## src/rtl/vga_timing_pkg.sv

```systemverilog
// Shared VGA timing constants, state encoding and pixel packing for the
// receive decoder and the vgaDriver source.
package vga_timing_pkg;

    localparam int H_VISIBLE_DEF = 640;
    localparam int H_FRONT_DEF   = 16;
    localparam int H_SYNC_DEF    = 96;
    localparam int H_BACK_DEF    = 48;
    localparam int V_VISIBLE_DEF = 480;
    localparam int V_FRONT_DEF   = 10;
    localparam int V_SYNC_DEF    = 2;
    localparam int V_BACK_DEF    = 33;

    localparam int H_TOTAL_DEF = H_VISIBLE_DEF + H_FRONT_DEF + H_SYNC_DEF + H_BACK_DEF; // 800
    localparam int V_TOTAL_DEF = V_VISIBLE_DEF + V_FRONT_DEF + V_SYNC_DEF + V_BACK_DEF; // 525
    localparam int H_START_DEF = H_SYNC_DEF + H_BACK_DEF;                              // 144
    localparam int V_START_DEF = V_SYNC_DEF + V_BACK_DEF;                              // 35

    localparam int CNT_W = 10;
    typedef logic [CNT_W-1:0] cnt_t;
    localparam cnt_t CNT_MAX = '1;

    typedef enum logic [1:0] {
        SEARCH = 2'd0,
        TRAIN  = 2'd1,
        LOCKED = 2'd2
    } rx_state_e;

    // RGB444 -> RGB565, replicating the MSBs into the widened low bits
    function automatic logic [15:0] pack565(input logic [3:0] r, input logic [3:0] g,
                                            input logic [3:0] b);
        return {r, r[3], g, g[3:2], b, b[3]};
    endfunction

endpackage

```

## src/rtl/vga_sync_edge.sv

```systemverilog
// Two-stage sync register with a falling-edge (active-going) pulse taken
// between the first and second stage.
module vga_sync_edge (
    input  logic clk_i,
    input  logic reset_i,
    input  logic sync_i,
    output logic fall_o
);
    logic s1_q, s2_q;

    // Reset to the inactive level so a released reset never fakes an edge
    // unless the source is actually low.
    always_ff @(posedge clk_i or posedge reset_i) begin
        if (reset_i) begin
            s1_q <= 1'b1;
            s2_q <= 1'b1;
        end else begin
            s1_q <= sync_i;
            s2_q <= s1_q;
        end
    end

    assign fall_o = s2_q & ~s1_q;
endmodule

```

## src/rtl/vga_rx_decoder.sv

```systemverilog
// VGA receiver: recovers line/frame position from the syncs, locks after two
// clean frames and emits RGB565 pixels with coordinates, two clocks after the pins.
module vga_rx_decoder
    import vga_timing_pkg::*;
#(
    parameter int H_VISIBLE = H_VISIBLE_DEF,
    parameter int H_FRONT   = H_FRONT_DEF,
    parameter int H_SYNC    = H_SYNC_DEF,
    parameter int H_BACK    = H_BACK_DEF,
    parameter int V_VISIBLE = V_VISIBLE_DEF,
    parameter int V_FRONT   = V_FRONT_DEF,
    parameter int V_SYNC    = V_SYNC_DEF,
    parameter int V_BACK    = V_BACK_DEF
) (
    input  logic        clk_i,
    input  logic        reset_i,
    input  logic        hSync_i,
    input  logic        vSync_i,
    input  logic [3:0]  red_i,
    input  logic [3:0]  green_i,
    input  logic [3:0]  blue_i,
    output logic [15:0] rgb_o,
    output logic        pixel_valid_o,
    output logic [9:0]  column_o,
    output logic [9:0]  row_o,
    output logic        frame_start_o,
    output logic        locked_o,
    output logic        sync_err_o,
    output logic [7:0]  err_count_o
);
    localparam cnt_t H_LAST  = cnt_t'(H_VISIBLE + H_FRONT + H_SYNC + H_BACK - 1);
    localparam cnt_t V_LAST  = cnt_t'(V_VISIBLE + V_FRONT + V_SYNC + V_BACK - 1);
    localparam cnt_t H_FIRST = cnt_t'(H_SYNC + H_BACK);
    localparam cnt_t H_END   = cnt_t'(H_SYNC + H_BACK + H_VISIBLE - 1);
    localparam cnt_t V_FIRST = cnt_t'(V_SYNC + V_BACK);
    localparam cnt_t V_END   = cnt_t'(V_SYNC + V_BACK + V_VISIBLE - 1);

    logic       h_fall, v_fall;
    logic [3:0] r_s1, g_s1, b_s1;

    vga_sync_edge u_hsync (.clk_i(clk_i), .reset_i(reset_i), .sync_i(hSync_i), .fall_o(h_fall));
    vga_sync_edge u_vsync (.clk_i(clk_i), .reset_i(reset_i), .sync_i(vSync_i), .fall_o(v_fall));

    always_ff @(posedge clk_i or posedge reset_i) begin
        if (reset_i) begin
            r_s1 <= '0;
            g_s1 <= '0;
            b_s1 <= '0;
        end else begin
            r_s1 <= red_i;
            g_s1 <= green_i;
            b_s1 <= blue_i;
        end
    end

    // h_cur/v_cur are the position of the sample currently sitting in S1;
    // the registered copies hold the previous sample's position.
    cnt_t hcnt_q, vcnt_q, h_cur, v_cur;
    logic line_err, frame_err, viol;

    always_comb begin
        h_cur     = hcnt_q;
        v_cur     = vcnt_q;
        line_err  = 1'b0;
        frame_err = 1'b0;
        if (h_fall) begin
            h_cur    = '0;
            line_err = (hcnt_q != H_LAST);
        end else if (hcnt_q != CNT_MAX) begin
            h_cur    = hcnt_q + 1'b1;
            line_err = (h_cur == CNT_MAX);
        end
        if (v_fall) begin
            v_cur     = '0;
            frame_err = (vcnt_q != V_LAST);
        end else if (h_fall && vcnt_q != CNT_MAX) begin
            v_cur     = vcnt_q + 1'b1;
            frame_err = (v_cur == CNT_MAX);
        end
    end

    assign viol = line_err | frame_err;

    always_ff @(posedge clk_i or posedge reset_i) begin
        if (reset_i) begin
            hcnt_q <= '0;
            vcnt_q <= '0;
        end else begin
            hcnt_q <= h_cur;
            vcnt_q <= v_cur;
        end
    end

    rx_state_e  state_q, state_d;
    logic [1:0] good_q, good_d;
    logic       err_pulse;

    always_ff @(posedge clk_i or posedge reset_i) begin
        if (reset_i) begin
            state_q <= SEARCH;
            good_q  <= '0;
        end else begin
            state_q <= state_d;
            good_q  <= good_d;
        end
    end

    // Any violation in TRAIN restarts the search, so reaching a vSync edge
    // while still in TRAIN means the frame just ended clean.
    always_comb begin
        state_d   = state_q;
        good_d    = good_q;
        err_pulse = 1'b0;
        unique case (state_q)
            SEARCH: begin
                if (v_fall) begin
                    state_d = TRAIN;
                    good_d  = '0;
                end
            end
            TRAIN: begin
                if (viol) begin
                    state_d = SEARCH;
                end else if (v_fall) begin
                    good_d = good_q + 1'b1;
                    if (good_q == 2'd1) state_d = LOCKED;
                end
            end
            LOCKED: begin
                if (viol) begin
                    state_d   = SEARCH;
                    err_pulse = 1'b1;
                end
            end
            default: state_d = SEARCH;
        endcase
    end

    assign locked_o = (state_q == LOCKED);

    logic pix_ok;
    assign pix_ok = locked_o && (h_cur >= H_FIRST) && (h_cur <= H_END)
                             && (v_cur >= V_FIRST) && (v_cur <= V_END);

    always_ff @(posedge clk_i or posedge reset_i) begin
        if (reset_i) begin
            rgb_o         <= '0;
            pixel_valid_o <= 1'b0;
            column_o      <= '0;
            row_o         <= '0;
            frame_start_o <= 1'b0;
            sync_err_o    <= 1'b0;
            err_count_o   <= '0;
        end else begin
            pixel_valid_o <= pix_ok;
            frame_start_o <= pix_ok && (h_cur == H_FIRST) && (v_cur == V_FIRST);
            rgb_o         <= pix_ok ? pack565(r_s1, g_s1, b_s1) : '0;
            column_o      <= pix_ok ? h_cur - H_FIRST : '0;
            row_o         <= pix_ok ? v_cur - V_FIRST : '0;
            sync_err_o    <= err_pulse;
            if (err_pulse && err_count_o != 8'hFF) err_count_o <= err_count_o + 1'b1;
        end
    end
endmodule

```

## config.mk

```make
export PLATFORM = sky130hd
export DESIGN_NAME = vga_rx_decoder
export DESIGN_NICKNAME = d
export VERILOG_FILES = /design/src/rtl/vga_timing_pkg.sv /design/src/rtl/vga_sync_edge.sv /design/src/rtl/vga_rx_decoder.sv
export SDC_FILE = /design/constraint.sdc
export NUM_CORES = 1
export LEC_CHECK = 0
export ABC_AREA = 1
export CAP_MARGIN = 40
export CORE_MARGIN = 8
export CORE_UTILIZATION = 59
export DETAILED_ROUTE_END_ITERATION = 10
export GPL_TIMING_DRIVEN = 0
export HOLD_SLACK_MARGIN = 0.06
export PLACE_DENSITY = 0.85
export SLEW_MARGIN = 20
export SYNTH_ARGS = -nofsm -noshare
export SYNTH_HDL_FRONTEND = slang
export SYNTH_SLANG_ARGS = --single-unit
```

## constraint.sdc

```tcl
create_clock -name clk_i -period 5 [get_ports clk_i]
set_input_delay 1 -clock clk_i [delete_from_list [all_inputs] [get_ports clk_i]]
set_output_delay 1 -clock clk_i [all_outputs]
set_load 0.05 [all_outputs]
```

; Word-level counts from Yosys, hierarchy flattened
; Cells that the tools add are included.
[op_classes]
add_sub_neg = 6
n_lt_le_gt_ge = 4
n_eq_ne = 18
mux = 23
bitwise = 5
reduce_logical = 12
[ops]
columns = operator, count
row1 = 2-to-1 mux 10 bit, 6
row2 = inequality test 10 bit (second input constant), 4
row3 = adder 10 x 1 -> 10 bit (second input constant), 2
row4 = equality test 10 bit (second input constant), 2
row5 = less-or-equal comparator 10 bit (second input constant), 2
row6 = 2-to-1 mux 16 bit, 1
row7 = 2-to-1 mux 2 bit, 8
row8 = equality test 10 x 6 -> 1 bit (second input constant), 1
row9 = equality test 10 x 8 -> 1 bit (second input constant), 1
row10 = greater-or-equal comparator 10 x 6 -> 1 bit (second input constant), 1
row11 = greater-or-equal comparator 10 x 8 -> 1 bit (second input constant), 1
row12 = subtractor 10 x 6 -> 10 bit (second input constant), 1
row13 = subtractor 10 x 8 -> 10 bit (second input constant), 1
row14 = adder 8 x 1 -> 8 bit (second input constant), 1
row15 = logical AND 1 bit, 8
row16 = inequality test 8 bit (second input constant), 1
row17 = AND reduction 4 bit, 2
row18 = 2-to-1 mux 1 bit, 6
row19 = inequality test 2 x 1 -> 1 bit (second input constant), 3
row20 = case mux 2 bit (3 select lines), 1
row21 = equality test 2 x 1 -> 1 bit (second input constant), 2
row22 = case mux 2 bit (2 select lines), 1
row23 = inequality test 3 x 2 -> 1 bit (second input constant), 1
row24 = inequality test 3 bit (second input constant), 1
row25 = 8 further kinds, 10
[word_totals]
register_bits = 87
inputBits = 16
out_inout_bits = 48
elab_cells = 86

; Logic depth before layout (Yosys ltp)
; Gate-level depths: netlist of run 1.
[logic_depth]
depth_word = 10
mapped_depth = 18
mapped_depth_nobuf = 17

; Cells and area by module
; From an unflattened synthesis of run 1, not the netlist that was laid out.
[unflattened]
cells_unflattened = 489
hier_area_um2 = 4413.0
[by_module_without_submodules]
columns = module, n_inst, cells_per_inst, area_per_inst_um2, seq_area_each_um2
row1 = vga_rx_decoder, 1, 479, 4280.4, 1976.9
row2 = vga_sync_edge, 2, 5, 66.3, 52.6

; Worst setup path before layout of run 1
; Ideal clock, no wire load.
[synth_timing]
path_kind = register to register
start = reg hcnt_q[0]
end = reg column_o[1]
setup_ns = 0.069
arrival_ns = 2.391
t_required_ns = 4.931
setup_slack_ns = 2.539
path_stages_with_launch = 15
path_buffers = 1
period_less_slack_ns = 2.461
cell_sequence = dfrtp_1 ha_1 nand2_2 nor2_4 nand3_4 inv_1 o21ai_0 ha_1 inv_1 nor3_1 nand3_1 a21oi_2 nand3_4 buf_6 nor2_2
[synth_between]
elab_chain_len = 9
elab_cells_between_ends = 12
cone_classes = 2 x add/sub / 2 x order compare / 1 x eq/ne / 3 x mux / 4 x reduce/logical
[synth_lines]
columns = element, line_no
row1 = start: declaration, vga_rx_decoder.sv:58  ; cnt_t hcnt_q, vcnt_q, h_cur, v_cur;
row2 = start signal: assignment, vga_rx_decoder.sv:89  ; hcnt_q <= h_cur;
row3 = adder 10 x 1 -> 10 bit / inequality test 10 bit (equally long branches), "vga_rx_decoder.sv:70, vga_rx_decoder.sv:69"
row4 = 2-to-1 mux 10 bit *, vga_rx_decoder.sv:69  ; end else if (hcnt_q != CNT_MAX) begin
row5 = 2-to-1 mux 10 bit *, vga_rx_decoder.sv:66  ; if (h_fall) begin
row6 = greater-or-equal comparator 10 x 8 -> 1 bit, vga_rx_decoder.sv:142  ; assign pix_ok = locked_o && (h_cur >= H_FIRST) && (h_cur <= H_END)
row7 = logical AND 1 bit (2 in a row), vga_rx_decoder.sv:142
row8 = logical AND 1 bit (2 in a row), vga_rx_decoder.sv:143  ; && (v_cur >= V_FIRST) && (v_cur <= V_END);
row9 = 2-to-1 mux 10 bit *, vga_rx_decoder.sv:158  ; column_o <= pix_ok ? h_cur - H_FIRST : '0;
row10 = end signal: assignment, vga_rx_decoder.sv:158
row11 = end: declaration, vga_rx_decoder.sv:24  ; output logic [9:0] column_o,
; Every way passes the cells marked *; elsewhere a longest branch is shown, timed or not.
; A chain may end at the register's enable or synchronous reset.

; Final worst setup path of run 1
[layout_timing]
start = reg state_q[1]
end = out locked_o
[layout_between]
elab_chain_len = 1
[layout_lines]
columns = element, line_no
row1 = start: declaration, vga_rx_decoder.sv:94  ; rx_state_e state_q, state_d;
row2 = start signal: assignment, vga_rx_decoder.sv:103  ; state_q <= state_d;
row3 = equality test 2 bit, vga_rx_decoder.sv:139  ; assign locked_o = (state_q == LOCKED);
row4 = end: declaration, vga_rx_decoder.sv:27  ; output logic locked_o,
; Every way passes these cells.

==> flow_results.org, run 1 <==
** Yosys
- Largest area contributor in the synthesized netlist :: dfrtp_1
- Post-synthesis instance area :: 4290 um^2
- Synthesis instantiated 33 different standard cells from the library.
- Top-area cell type share of the netlist area :: 46.1%
- Cell count after synthesis :: 505
- Of the synthesized area, sequential elements account for 48.5%.
- In this run, synthesis produced a sequential element count of 83.
- Synth top area cells :: dfrtp_1 46%, nand2_1 10%, inv_1 7.2%, nor2_2 4.8%, nand3_1 4.7%
- Syn Nets :: 533
- Yosys printed 0 warnings.
- Post-Synthesis Mean Instance Area :: 8.49 um^2

** STA
- For the final database, setup skew stands at 0.0107 ns.
- Final worst-path cycle share :: 62.2%
- Setup repair after global routing left no endpoint under its margin.
- Setup violations remaining at the end of the flow were counted as 0.
- Pin slew with the least headroom to its limit :: 0.708 ns
- Period minus WS final :: 3.11 ns
- In this run the tightest slew margin relative to its limit is 52.3%.
- Hold violation count in the final report :: 0
- Highest Clock Rate :: 322 MHz
- Number of pins with negative max-slew slack in the final report :: 0
- Adding up every negative setup slack in the final design gives 0 ns.

** Clock network
- Bufs on Longest Clock Path :: 2
- The clock drives 83 sinks.
- Count of hold-fix buffers inserted at cts :: 0
- Clock slew at reported path FFs :: 0.09 ns
- The H-tree was split into 3 levels.
- The tree is rooted in a clkbuf_8.
- TritonCTS built the clock tree.
- Post-CTS setup buffers :: 0
- Clock latency on the worst-skew pair, taken at its later pin, is 0.37 ns.
- Total clock buffers created by CTS :: 9
- In this run, post-CTS repair resized a total of 0 instances.

** Worst setup path
- Together, buffers and inverters on the worst path number 2.
- Data arrives at the worst endpoint at 2.11 ns.
- Cells along the critical path :: inv_1, nor2_1, clkdlybuf4s50_1
- The worst setup path is launched from a register.
- Type of the worst setup path :: reg2out
- Largest fanout of any net on the critical path :: 5
- For the worst setup path, the data required time is 4.00 ns.
- The cell family contributing the most delay on the critical path is buffers and inverters.
- In this design, the stage delay of the slowest critical-path cell is 0.91 ns.
- Endpoint type of the worst setup path :: output pin
- Max stage delay cell, worst path :: clkdlybuf4s50_1

** Pwr
- IR analysis of the VDD net gives a maximum drop of 210 uV.
- Lkg Pwr :: 2.67 nW
- Power spread over the standard cell area amounts to 297 nW/um^2.

** Detailed routing
- Across all layers, the routed design uses 3444 vias.
- The count of nets left with antenna violations once routing finished came out at 0.
- The first detailed-routing pass took 5 iterations.
- Summed over all layers, the routed wires come to 9480 um.
- Number of design-rule violations left by the first detailed-router iteration :: 125
- Routed length per instance :: 13.9 um
- Dividing the detail-routed via count by the number of cells gives 5.04.
- In the routed design, unresolved DRC markers number 0.

** Placed design
- Placed cell count :: 668
- Gp weighted congestion :: 0.904
- Port buffering added 63 buffers.
- Dpl hpwl :: 7090 um

** Die
- Total Die Area :: 10300 um^2
- Starting density of the core :: 60.1%
- Height of the die :: 101 um
- Rows :: 31
- Boundary pin count :: 64
- The total area inside the core boundary comes to 7140 um^2.
- Die boundary width :: 101 um

** Flow run
- The tool flagged a number of max-cap violations equal to 0.

** GRT
- Entering global routing, the biggest net connects 45 pins.
- Global Route Usage Sum :: 19.7%
- The first global-routing pass estimated 15800 um of wire.
- The via count of the first global-routing pass came to 3477.
- Total congestion overflow after global routing :: 0
- Number of antenna violations at the first check in global routing :: 0

** Outcome
- Result of the run :: completed

** Worst hold path
- In this run the worst hold path is classified as reg2reg.

** Final layout
- Antenna diodes :: 0
- In the final design database the tool counted 608 nets.
- Share of post-route cells with drive strength above 1 :: 16.4%
- The area growth from synthesis to layout is 23.5%.
- Final Core Density :: 74.2%
- The count of cells in the finished layout, fillers not included, comes to 684.
-- cell families after synthesis --
logic type,count (synthesis),synth area share (%)
simple gates,265,30.8
fa+ha+maj,12,3.50
flops,83,48.5
compound gates,29,3.79
buf+inv,99,9.92
xor+xnor,17,3.47
-- sequential cells by signal, summed over array words and instances, names as in the netlist --
name           cells
rgb_o             12
column_o          10
hcnt_q            10
row_o             10
vcnt_q            10
err_count_o        8
b_s1               4
g_s1               4
r_s1               4
good_q             2
state_q            2
frame_start_o      1
pixel_valid_o      1
sync_err_o         1
u_hsync.s1_q       1
u_hsync.s2_q       1
u_vsync.s1_q       1
u_vsync.s2_q       1
-- stage by stage --
stage	hold slack [ns]	area, um^2	setup slack [ns]	power, W
floorplan	0.354	4290	1.87	0.000954
global placement	0.357	5040	0.669	0.00101
detailed placement	0.359	5070	2.11	0.00103
CTS	0.372	5300	1.90	0.00158
global route	0.378	5300	1.80	0.00165
finish	0.371	5300	1.89	0.00158
-- metal layers --
metal | wire, um | share of wire [%] | GRT usage (%) | up-vias
li1 | - | - | - | 1698
met1 | 3870 | 41 | 22.9 | 1623
met2 | 4740 | 50 | 33.0 | 102
met3 | 632 | 6.7 | 4.40 | 21
met4 | 239 | 2.5 | 11.2 | 0
met5 | 0 | 0 | 0 | -
-- path summary, 6_finish.rpt --
path | start | to | slack [ns] | depth (start not counted)
max in group asynchronous | reset_i | column_o[7] | 3.36 | 3
min in group asynchronous | reset_i | good_q[1] | 1.04 | 2
worst min register to register | u_vsync.s1_q | u_vsync.s2_q | 0.37 | 0
worst max-delay path | state_q[1] | locked_o | 1.89 | 3
worst max register to register | hcnt_q[0] | rgb_o[8] | 2.06 | 14
worst min-delay path | u_vsync.s1_q | u_vsync.s2_q | 0.37 | 0
-- cell usage after synthesis, drive strengths merged --
cell,n
or2,3
nand2,121
o21a,1
o21bai,2
nand3b,1
nand3,47
o31ai,2
dfstp,4
xnor2,8
nand4,9
nor4,1
a31oi,1
nor2,77
xor2,9
inv,88
ha,12
nor3,4
o21ai,16
dfrtp,79
buf,11
a21oi,7
and2,2
-- placed cells by master (no fill, tap or decap), drive strengths merged, types with 2 or more instances in the layout --
cell type / netlist / final
nand3: 47 / 47
xor2: 9 / 9
or2: 3 / 3
nand2: 121 / 121
o31ai: 2 / 2
xnor2: 8 / 8
a21oi: 7 / 7
clkbuf: 0 / 9
nand4: 9 / 9
bufinv: 0 / 2
dfrtp: 79 / 79
clkdlybuf4s50: 0 / 63
and2: 2 / 2
o21bai: 2 / 2
nor3: 4 / 4
nor2: 77 / 77
ha: 12 / 12
o21ai: 16 / 16
inv: 88 / 92
buf: 11 / 12
dfstp: 4 / 4
-- worst reg2reg max path, cell delays in order, from the launching register on --
cell     delay, ns
dfrtp_1       0.43
ha_1          0.25
nand2_2       0.13
nor2_4        0.07
nand3_4       0.13
inv_1         0.05
o21ai_0       0.57
ha_1          0.27
inv_1         0.05
nor3_1        0.18
nand3_1       0.12
a21oi_2       0.19
nand3_4       0.14
buf_6         0.18
nor2_2        0.11
-- power breakdown --
part           internal (W)  total (W)  switching, W  leakage, nW
sequential         0.000706   0.000742     0.0000356         1.10
combinational     0.0000939   0.000276      0.000182         1.46
clock              0.000290   0.000557      0.000267        0.113
-- layout make-up --
class,instances,area (um^2)
Sequential cell,83,2080
Fill cell,538,1840
Multi-Input combinational cell,323,1780
Timing Repair Buffer,64,651
Inverter,88,333
Clock buffer,9,124
Tap cell,99,124
Clock inverter,7,105
Buffer,11,95.1
(Power assumes the default switching activity.)
==> inputs of run 2 (changes only) <==
CORE_UTILIZATION = 54   (was 59)
PLACE_DENSITY = 0.79   (was 0.85)
clock period = 3 ns   (was 5 ns; I/O delays follow)
==> run 2 against run 1 <==
Combinational power is 70% higher. Clock-buffer cell count unchanged. First-iteration DRC count is 14% higher. Global-route usage fell by 1.7 points. Worst hold slack better by 0.0075 ns. Routed wire length increased by 2.1%. Total power up 67%. Critical path type is now reg2reg. Critical endpoint is now row_o[4]. Highest routed layer unchanged.
==> flow_results.org, run 2 (synthesis results as in run 1) <==
** Die
- Boundary pin count :: 64 (unchanged)
- The area of the core region was 7730 um^2 (+8.3%).
- Total Die Area :: 11100 um^2 (+7.8%)
- The vertical extent of the die came to 105 um (+3.8%).
- The row count is 32 (+3.2%).
- The width of the die was 105 um (+3.8%).
- Starting density of the core :: 55.5% (-4.6 points)

** STA
- The count of pins over their slew limit was 0 (unchanged).
- Based on the critical path, the design can be clocked at up to 358 MHz.
- The actual slew at the worst max-slew pin was 0.535 ns (-0.173 ns).
- Hold violation count in the final report :: 0 (unchanged)
- Final worst-path cycle share :: 93.1%
- Setup-violating endpoint count in the final report :: 0 (unchanged)
- Final WS setup :: 0.208 ns (-1.68 ns)
- Period minus WS final :: 2.79 ns
- Setup repair after global routing left no endpoint under its margin.
- The final worst clock skew was 0.0120 ns (+0.00130 ns).
- Normalized max-slew margin :: 64.2% (+12 points)

** Final layout
- The final core area utilization came to 68.8% (-5.3 points).
- Final standard cell count with taps included and fillers excluded :: 687 (+0.44%)
- Max FFs per register :: 12 (unchanged)
- The total number of nets in the final design came to 608 (unchanged).
- The fraction of layout instances using a drive strength above 1 is 17.3% (+0.85 points).
- Most common library cell in the layout ignoring fill and taps :: nand2_1
- From synthesis to final layout, the design area changed by 24.0%.
- Most frequent cells in the layout :: 114 x nand2_1, 81 x inv_1, 78 x dfrtp_1, 63 x clkdlybuf4s50_1, 40 x nand3_1
- Most flops, register :: rgb_o
- The register area is 2080 um^2 (about the same).
- Multi-input gate area :: 1790 um^2 (+0.70%)
- Antenna diodes :: 0 (unchanged)
- The count of fill cells added during filler insertion is 602 (+12%).

** Clock network
- The number of setup buffers added after CTS is 0 (unchanged).
- Clock slew at reported path FFs :: 0.09 ns (about the same)
- The later-pin clock latency in the skew report was 0.36 ns (about the same).
- Post-CTS resize count :: 1 (+1)
- Count of hold-fix buffers inserted at cts :: 0 (unchanged)
- TritonCTS built the clock tree.
- The number of CTS-inserted buffers was 9 (unchanged).
- Bufs on Longest Clock Path :: 2 (unchanged)
- Depth of the CTS H-tree :: 3 (unchanged)
- The root buffer cell chosen for the clock tree is clkbuf_8.
- Clock sinks :: 83 (unchanged)

** Detailed routing
- Sum of routed wire length over all layers :: 9680 um (+2.1%)
- Number of design-rule violations left by the first detailed-router iteration :: 142 (+14%)
- # DRC :: 0 (unchanged)
- The final routed wire length divided by cell count was 14.1 um (+1.6%).
- The per-cell via count in the routed design came to 5.02 (-0.32%).
- The remaining antenna violation count was 0 (unchanged).
- Drt pass-1 iters :: 5 (unchanged)
- Via Count :: 3448 (+0.12%)

** Worst setup path
- Max stage delay cell, worst path :: dfrtp_1
- The arrival time reported for the critical path endpoint came to 3.07 ns (+0.96 ns).
- The largest incremental delay on the critical path came to 0.45 ns (-0.46 ns).
- The maximum fanout count along the critical path is 10 (+5).
- Register-to-register setup slack :: 0.21 ns (-1.85 ns)
- The endpoint identified for the worst register-to-register timing path is row_o[4].
- The critical path in this run is classified as reg2reg.
- The worst setup path is captured at a register.
- The critical path goes through ha_1, nand2_2, nor2_4, nand3_4, a21oi_2, inv_1, ha_1, nand2_1, a21oi_1, a21oi_2, nand3_4, buf_6, nor2_2.
- Critical Path RT :: 3.28 ns (-0.72 ns)
- STA classifies the critical path startpoint as a register.
- The number of cell instances on the worst register-to-register path is 13 (-1).
- Worst reg2reg path startpoint :: hcnt_q[1]

** Pwr
- The switching power share of the total was 30.6% (-0.14 points).
- The total leakage power is 2.68 nW (about the same).
- The cell internal power dissipation came to 0.00182 W (+67%).
- Clock power frac :: 34.9% (-0.5 points)
- Power share of the combinational group :: 17.9% (+0.4 points)
- Total design power :: 0.00263 W (+67%)
- The sequential cell fraction of total power came to 47.2% (about the same).
- Power density over the cells :: 493 nW/um^2 (+66%)
- The worst-case vdd ir drop came to 337 uV (+61%).
- The power dissipated by switching net loads is 0.000805 W (+66%).

** Worst hold path
- Cell count of the worst hold path :: 0 (unchanged)
- End of the worst hold path :: u_vsync.s2_q
- In this run the most critical hold path is launched from u_vsync.s1_q.
- The worst hold path belongs to the class reg2reg.

** Outcome
- Result of the run :: completed

** GRT
- The first-pass GRT wire length was 16200 um (+2.7%).
- Total congestion overflow after global routing :: 0 (unchanged)
- Global Route Usage Sum :: 18.0% (-1.7 points)
- The largest net degree at the start of global routing is 54 (+20%).
- The initial antenna violation count is 0 (unchanged).
- The via count of the first global-routing pass came to 3421 (-1.6%).

** Placed design
- Port buffer count :: 63 (unchanged)
- Pre-CTS setup slack :: 0.0134 ns (-2.10 ns)
- The placed wire-length estimate after detailed placement is 7210 um (+1.7%).
- The final weighted congestion of routability-driven global placement is 0.900 (-0.48%).
- The cell count after placement is 671 (+0.45%).

** Flow run
- The number of max-capacitance violations reported is 0 (unchanged).
run 2: worst max path at each step:
stage                    from        end  slack (ns)
floorplan             reset_i    b_s1[0]        0.27
global placement      reset_i  vcnt_q[3]       -0.92
detailed placement  hcnt_q[0]   row_o[3]        0.01
CTS                 hcnt_q[1]   row_o[4]        0.07
global route        vcnt_q[1]   row_o[4]        0.01
finish              hcnt_q[1]   row_o[4]        0.21
run 2: critical path, delay by kind of cell, from the launching register on:
kind                     cells  cell delay (ns)
AND/OR/NAND/NOR              6             0.83
adder cells (fa/ha/maj)      2             0.51
AO/OA/AOI/OAI                3             0.57
flip-flops                   1             0.45
buffers and inverters        2             0.33
run 2: power by group through the flow:
stage          clock [W]  combinational, W  sequential, W
6_report        0.000916          0.000470        0.00124
3_5_place_dp           0          0.000460        0.00126
2_1_floorplan          0          0.000333        0.00126
4_1_cts         0.000936          0.000468        0.00124
5_1_grt         0.000982          0.000527        0.00125
3_3_place_gp           0          0.000436        0.00125
run 2: final cells by class:
cell class	instances	share of cell area (%)
Inverter	88	6.26
Sequential cell	83	39.2
Multi-Input combinational cell	323	33.7
Clock buffer	9	2.33
Timing Repair Buffer	64	12.4
Clock inverter	7	1.98
Buffer	11	1.79
Tap cell	102	2.40
run 2: metrics by stage:
stage          setup TNS [ns]  hold WS [ns]  instance area, um^2
6_report                    0         0.379                 5320
5_1_grt                     0         0.382                 5320
4_1_cts                     0         0.372                 5310
3_5_place_dp                0         0.359                 5080
3_3_place_gp           -72.75         0.357                 5050
2_1_floorplan               0         0.354                 4290
run 2: metal layers:
metal / global-route usage, % / share of wire, % / vias up / wire (um)
met2: 32.1 / 52 / 93 / 4990
met1: 20.3 / 41 / 1635 / 4020
met3: 4.67 / 5.4 / 18 / 518
met5: 0 / 0 / - / 0
met4: 6.52 / 1.6 / 0 / 157
li1: - / - / 1702 / -
==> inputs of run 3 (changes only) <==
ABC_AREA = not set   (was 1)
CORE_UTILIZATION = 39   (was 54)
PLACE_DENSITY = 0.6   (was 0.79)
==> run 3 against run 2 <==
Synthesized cell count shrank 22%. Total power shrank 3.2%. Clock-buffer cell count grew 1. Sequential power is essentially flat. Critical path type unchanged. Utilization shrank 15 points. Combinational power shrank 1%. Critical path depth grew 2. Setup slack lost 0.12 ns.
==> flow_results.org, run 3 <==
** Clock network
- Total clock buffers created by CTS :: 9 (unchanged)
- Clock tree from TritonCTS :: done
- Clock root buffer master :: clkbuf_8
- Bufs on Longest Clock Path :: 2 (unchanged)
- The later-pin clock latency in the skew report is 0.36 ns (about the same).
- Count of hold-fix buffers inserted at cts :: 0 (unchanged)
- The clock-pin transition on the worst setup and hold timing paths came to 0.09 ns (about the same).
- The number of H-tree levels is 3 (unchanged).
- The number of sinks driven by the clock tree came to 83 (unchanged).

** Worst setup path
- Critical Path RT :: 3.24 ns (-0.04 ns)
- Endpoint type of the worst setup path :: register
- Among cell families on the critical path, the largest total delay comes from simple AND/OR/NAND/NOR gates.
- Register-to-register setup slack :: 0.09 ns (-0.12 ns)
- The largest individual stage delay along the critical path comes from the cell or3_4.
- The worst setup path is of the reg2reg kind.
- The critical path goes through ha_1, buf_6, nand4_1, or3_4, clkbuf_16, a21oi_4, inv_2, ha_1, nand2_2, nor3_2, a211oi_2, o311ai_4, nand4_4, buf_6, nor2_1.
- STA classifies the critical path startpoint as a register.
- The combined buffer and inverter count along the critical path was 4 (+2).
- The largest incremental delay on the critical path was 0.43 ns (-0.02 ns).
- The arrival time reported for the critical path endpoint is 3.15 ns (+0.08 ns).
- The maximum fanout count along the critical path came to 6 (-4).

** GRT
- The via count of the first global-routing pass was 3224 (-5.8%).
- The global-route total usage across every layer came to 14.4% (-3.6 points).
- Total congestion overflow after global routing :: 0 (unchanged)
- First-pass GRT wire length :: 16600 um (+2.2%)
- The largest net degree at the start of global routing came to 43 (-20%).
- Number of antenna violations at the first check in global routing :: 0 (unchanged)

** Yosys
- The count of flip-flops with a built-in enable after synthesis is 0 (unchanged).
- Post-synthesis cell type count :: 64 (+94%)
- Top-area cell type share of the netlist area :: 48.5% (+2.4 points)
- Syn Nets :: 424 (-20%)
- In the synthesized netlist the dominant register cell turns out to be dfrtp_1.
- Synth top area cells :: dfrtp_1 49%, ha_1 3.7%, nor2_1 3.7%, xnor2_1 3.7%, dfstp_2 2.6%
- Sequential share of the synthesized area :: 51.1% (+2.6 points)
- Post-synthesis instance area :: 4070 um^2 (-5.0%)
- The post-synthesis register bit count was 83 (unchanged).
- The average instance area after synthesis is 10.3 um^2 (+21%).
- dfrtp_1 takes more of the synthesized area than any other cell.
- Cell count after synthesis :: 396 (-22%)
- Top cell types by occurrence after synthesis :: 79 x dfrtp_1, 40 x nor2_1, 28 x nand2_1
- Number of synthesis warnings :: 0 (unchanged)
- By instance count, the leading cell after synthesis is dfrtp_1.
- The async set or reset register ratio after synthesis is 100% (unchanged).

** Pwr
- Clock power frac :: 33.5% (-1.4 points)
- The switching power share of the total was 29.2% (-1.4 points).
- Power share of the combinational group :: 18.3% (+0.4 points)
- Power density over the cells :: 462 nW/um^2 (-6.4%)
- The cell internal power dissipation came to 0.00180 W (-1.2%).
- The sequential cell fraction of total power was 48.2% (+1.0 points).
- IR drop worst, VDD :: 253 uV (-25%)
- Lkg Pwr :: 2.50 nW (-6.7%)
- The power dissipated by switching net loads is 0.000743 W (-7.7%).

** Detailed routing
- The remaining routing DRC violations was 0 (unchanged).
- The total iterations of the first detailed-routing run is 4 (-1).
- The per-cell via count in the routed design came to 5.22 (+4.1%).
- Sum of routed wire length over all layers :: 9930 um (+2.6%)
- Via Count :: 3317 (-3.8%)
- Remaining antenna violation count after routing :: 0 (unchanged)
- The final routed wire length divided by cell count came to 15.6 um (+11%).
- The number of DRC markers after the initial detailed-route iteration is 186 (+31%).

** Final layout
- The count of fill cells added during filler insertion is 893 (+48%).
- The number of flip-flops under the largest register name is 12 (unchanged).
- Most flops, register :: rgb_o
- Antenna diodes :: 0 (unchanged)
- The total number of nets in the final design came to 522 (-14%).
- Final Core Density :: 53.8% (-15 points)
- Most frequent cells in the layout :: 75 x dfrtp_1, 63 x clkdlybuf4s50_1, 39 x nor2_1, 29 x buf_4, 25 x nand2_1
- Most common library cell in the layout ignoring fill and taps :: dfrtp_1
- Share of post-route cells with drive strength above 1 :: 21.6% (+4.4 points)
- Compared with the post-synthesis result, the final layout area differs by 35.0%.
- The post-layout instance count excluding filler cells came to 635 (-7.6%).

** Placed design
- The quantity of I/O buffers inserted on ports is 63 (unchanged).
- The cell count after placement was 596 (-11%).
- The final weighted congestion of routability-driven global placement was 0.874 (-2.9%).
- The placed wire-length estimate after detailed placement came to 6730 um (-6.6%).

** Die
- Total Die Area :: 14000 um^2 (+26%)
- The vertical extent of the die came to 118 um (+12%).
- Core Box Area :: 10200 um^2 (+32%)
- Starting density of the core :: 39.8% (-16 points)
- Rows :: 37 (+16%)
- Die boundary width :: 118 um (+12%)
- The number of I/O pins is 64 (unchanged).

** Worst hold path
- In this run the worst hold path is classified as reg2reg.

** STA
- Final hold slack :: 0.376 ns (-0.00286 ns)
- The count of pins over their slew limit came to 0 (unchanged).
- The worst slew slack as a fraction of its limit came to 58.3% (-6.0 points).
- The number of setup violations in the final report was 0 (unchanged).
- The actual slew at the worst max-slew pin came to 0.622 ns (+0.0868 ns).
- The final critical-path share of the clock period is 97.1% (+4.0 points).
- The maximum operating frequency is 343 MHz (-4.1%).
- The final worst clock skew was 0.0158 ns (+0.00380 ns).
- Hold violation count in the final report :: 0 (unchanged)
- Setup Total Neg Slack :: 0 ns (unchanged)
- The time the worst path needs with I/O delays and setup is 2.91 ns (+0.121 ns).
- Unrepaired setup endpoints after global routing :: yes

** Outcome
- Result of the run :: completed

** Flow run
- Reported max-cap violation count :: 0 (unchanged)
-- run 3: logic make-up after synthesis --
logic type      Yosys count  synth area share [%]
compound gates           64                  12.5
flops                    83                  51.1
buf+inv                  52                  6.02
simple gates            160                  21.1
fa+ha+maj                12                  3.69
mux                       3                 0.829
xor+xnor                 22                  4.73
-- run 3: final cells by class --
cell class              instances  area [um^2]  area share, %
plain buffers                  24          181           3.30
clock buffers                  10          138           2.50
clock inverters                 6         72.6           1.32
inverters                      27          104           1.89
multi-input cells             262         1920           34.9
flip-flops and latches         83         2090           37.9
well taps                     136          170           3.09
repair buffers                 87          831           15.1
-- run 3: metrics by stage --
step / total power (W) / area, um^2 / setup slack (ns)
final: 0.00254 / 5500 / 0.0873
after global placement: 0.00161 / 4880 / -1.08
after floorplan: 0.00152 / 4080 / 0.0270
after CTS: 0.00253 / 5360 / 0.0162
after detailed placement: 0.00163 / 4900 / -0.548
after global routing: 0.00265 / 5500 / -0.0512
-- run 3: repair_timing --
item                                    CTS  global route
hold endpoints to repair                  0             0
gates cloned                              4             0
endpoints found under the setup margin   34            34
pin swaps                                10            10
setup buffers                            10            10
gates resized for setup                  35            16
-- run 3: layer usage --
layer	global-route usage (%)	part of all wire, %	vias to the layer above
met2	23.6	50	97
met5	0	0	-
met1	17.9	43	1616
li1	-	-	1591
met3	3.66	6.2	13
met4	5.44	1.4	0
-- run 3: path summary, 6_finish.rpt --
kind,startpoint,endpoint,depth (start not counted)
min in group asynchronous,reset_i,r_s1[2],2
hold / removal,u_vsync.s1_q,u_vsync.s2_q,0
setup reg to reg,hcnt_q[0],row_o[9],15
setup / recovery,hcnt_q[0],row_o[9],15
hold reg to reg,u_vsync.s1_q,u_vsync.s2_q,0
max in group asynchronous,reset_i,hcnt_q[0],3
-- run 3: power by group through the flow --
stage	clock network [W]	registers [W]	logic [W]
final	0.000852	0.00122	0.000465
after global routing	0.000909	0.00123	0.000513
after CTS	0.000872	0.00122	0.000434
after detailed placement	0	0.00125	0.000376
after global placement	0	0.00125	0.000365
after floorplan	0	0.00126	0.000260
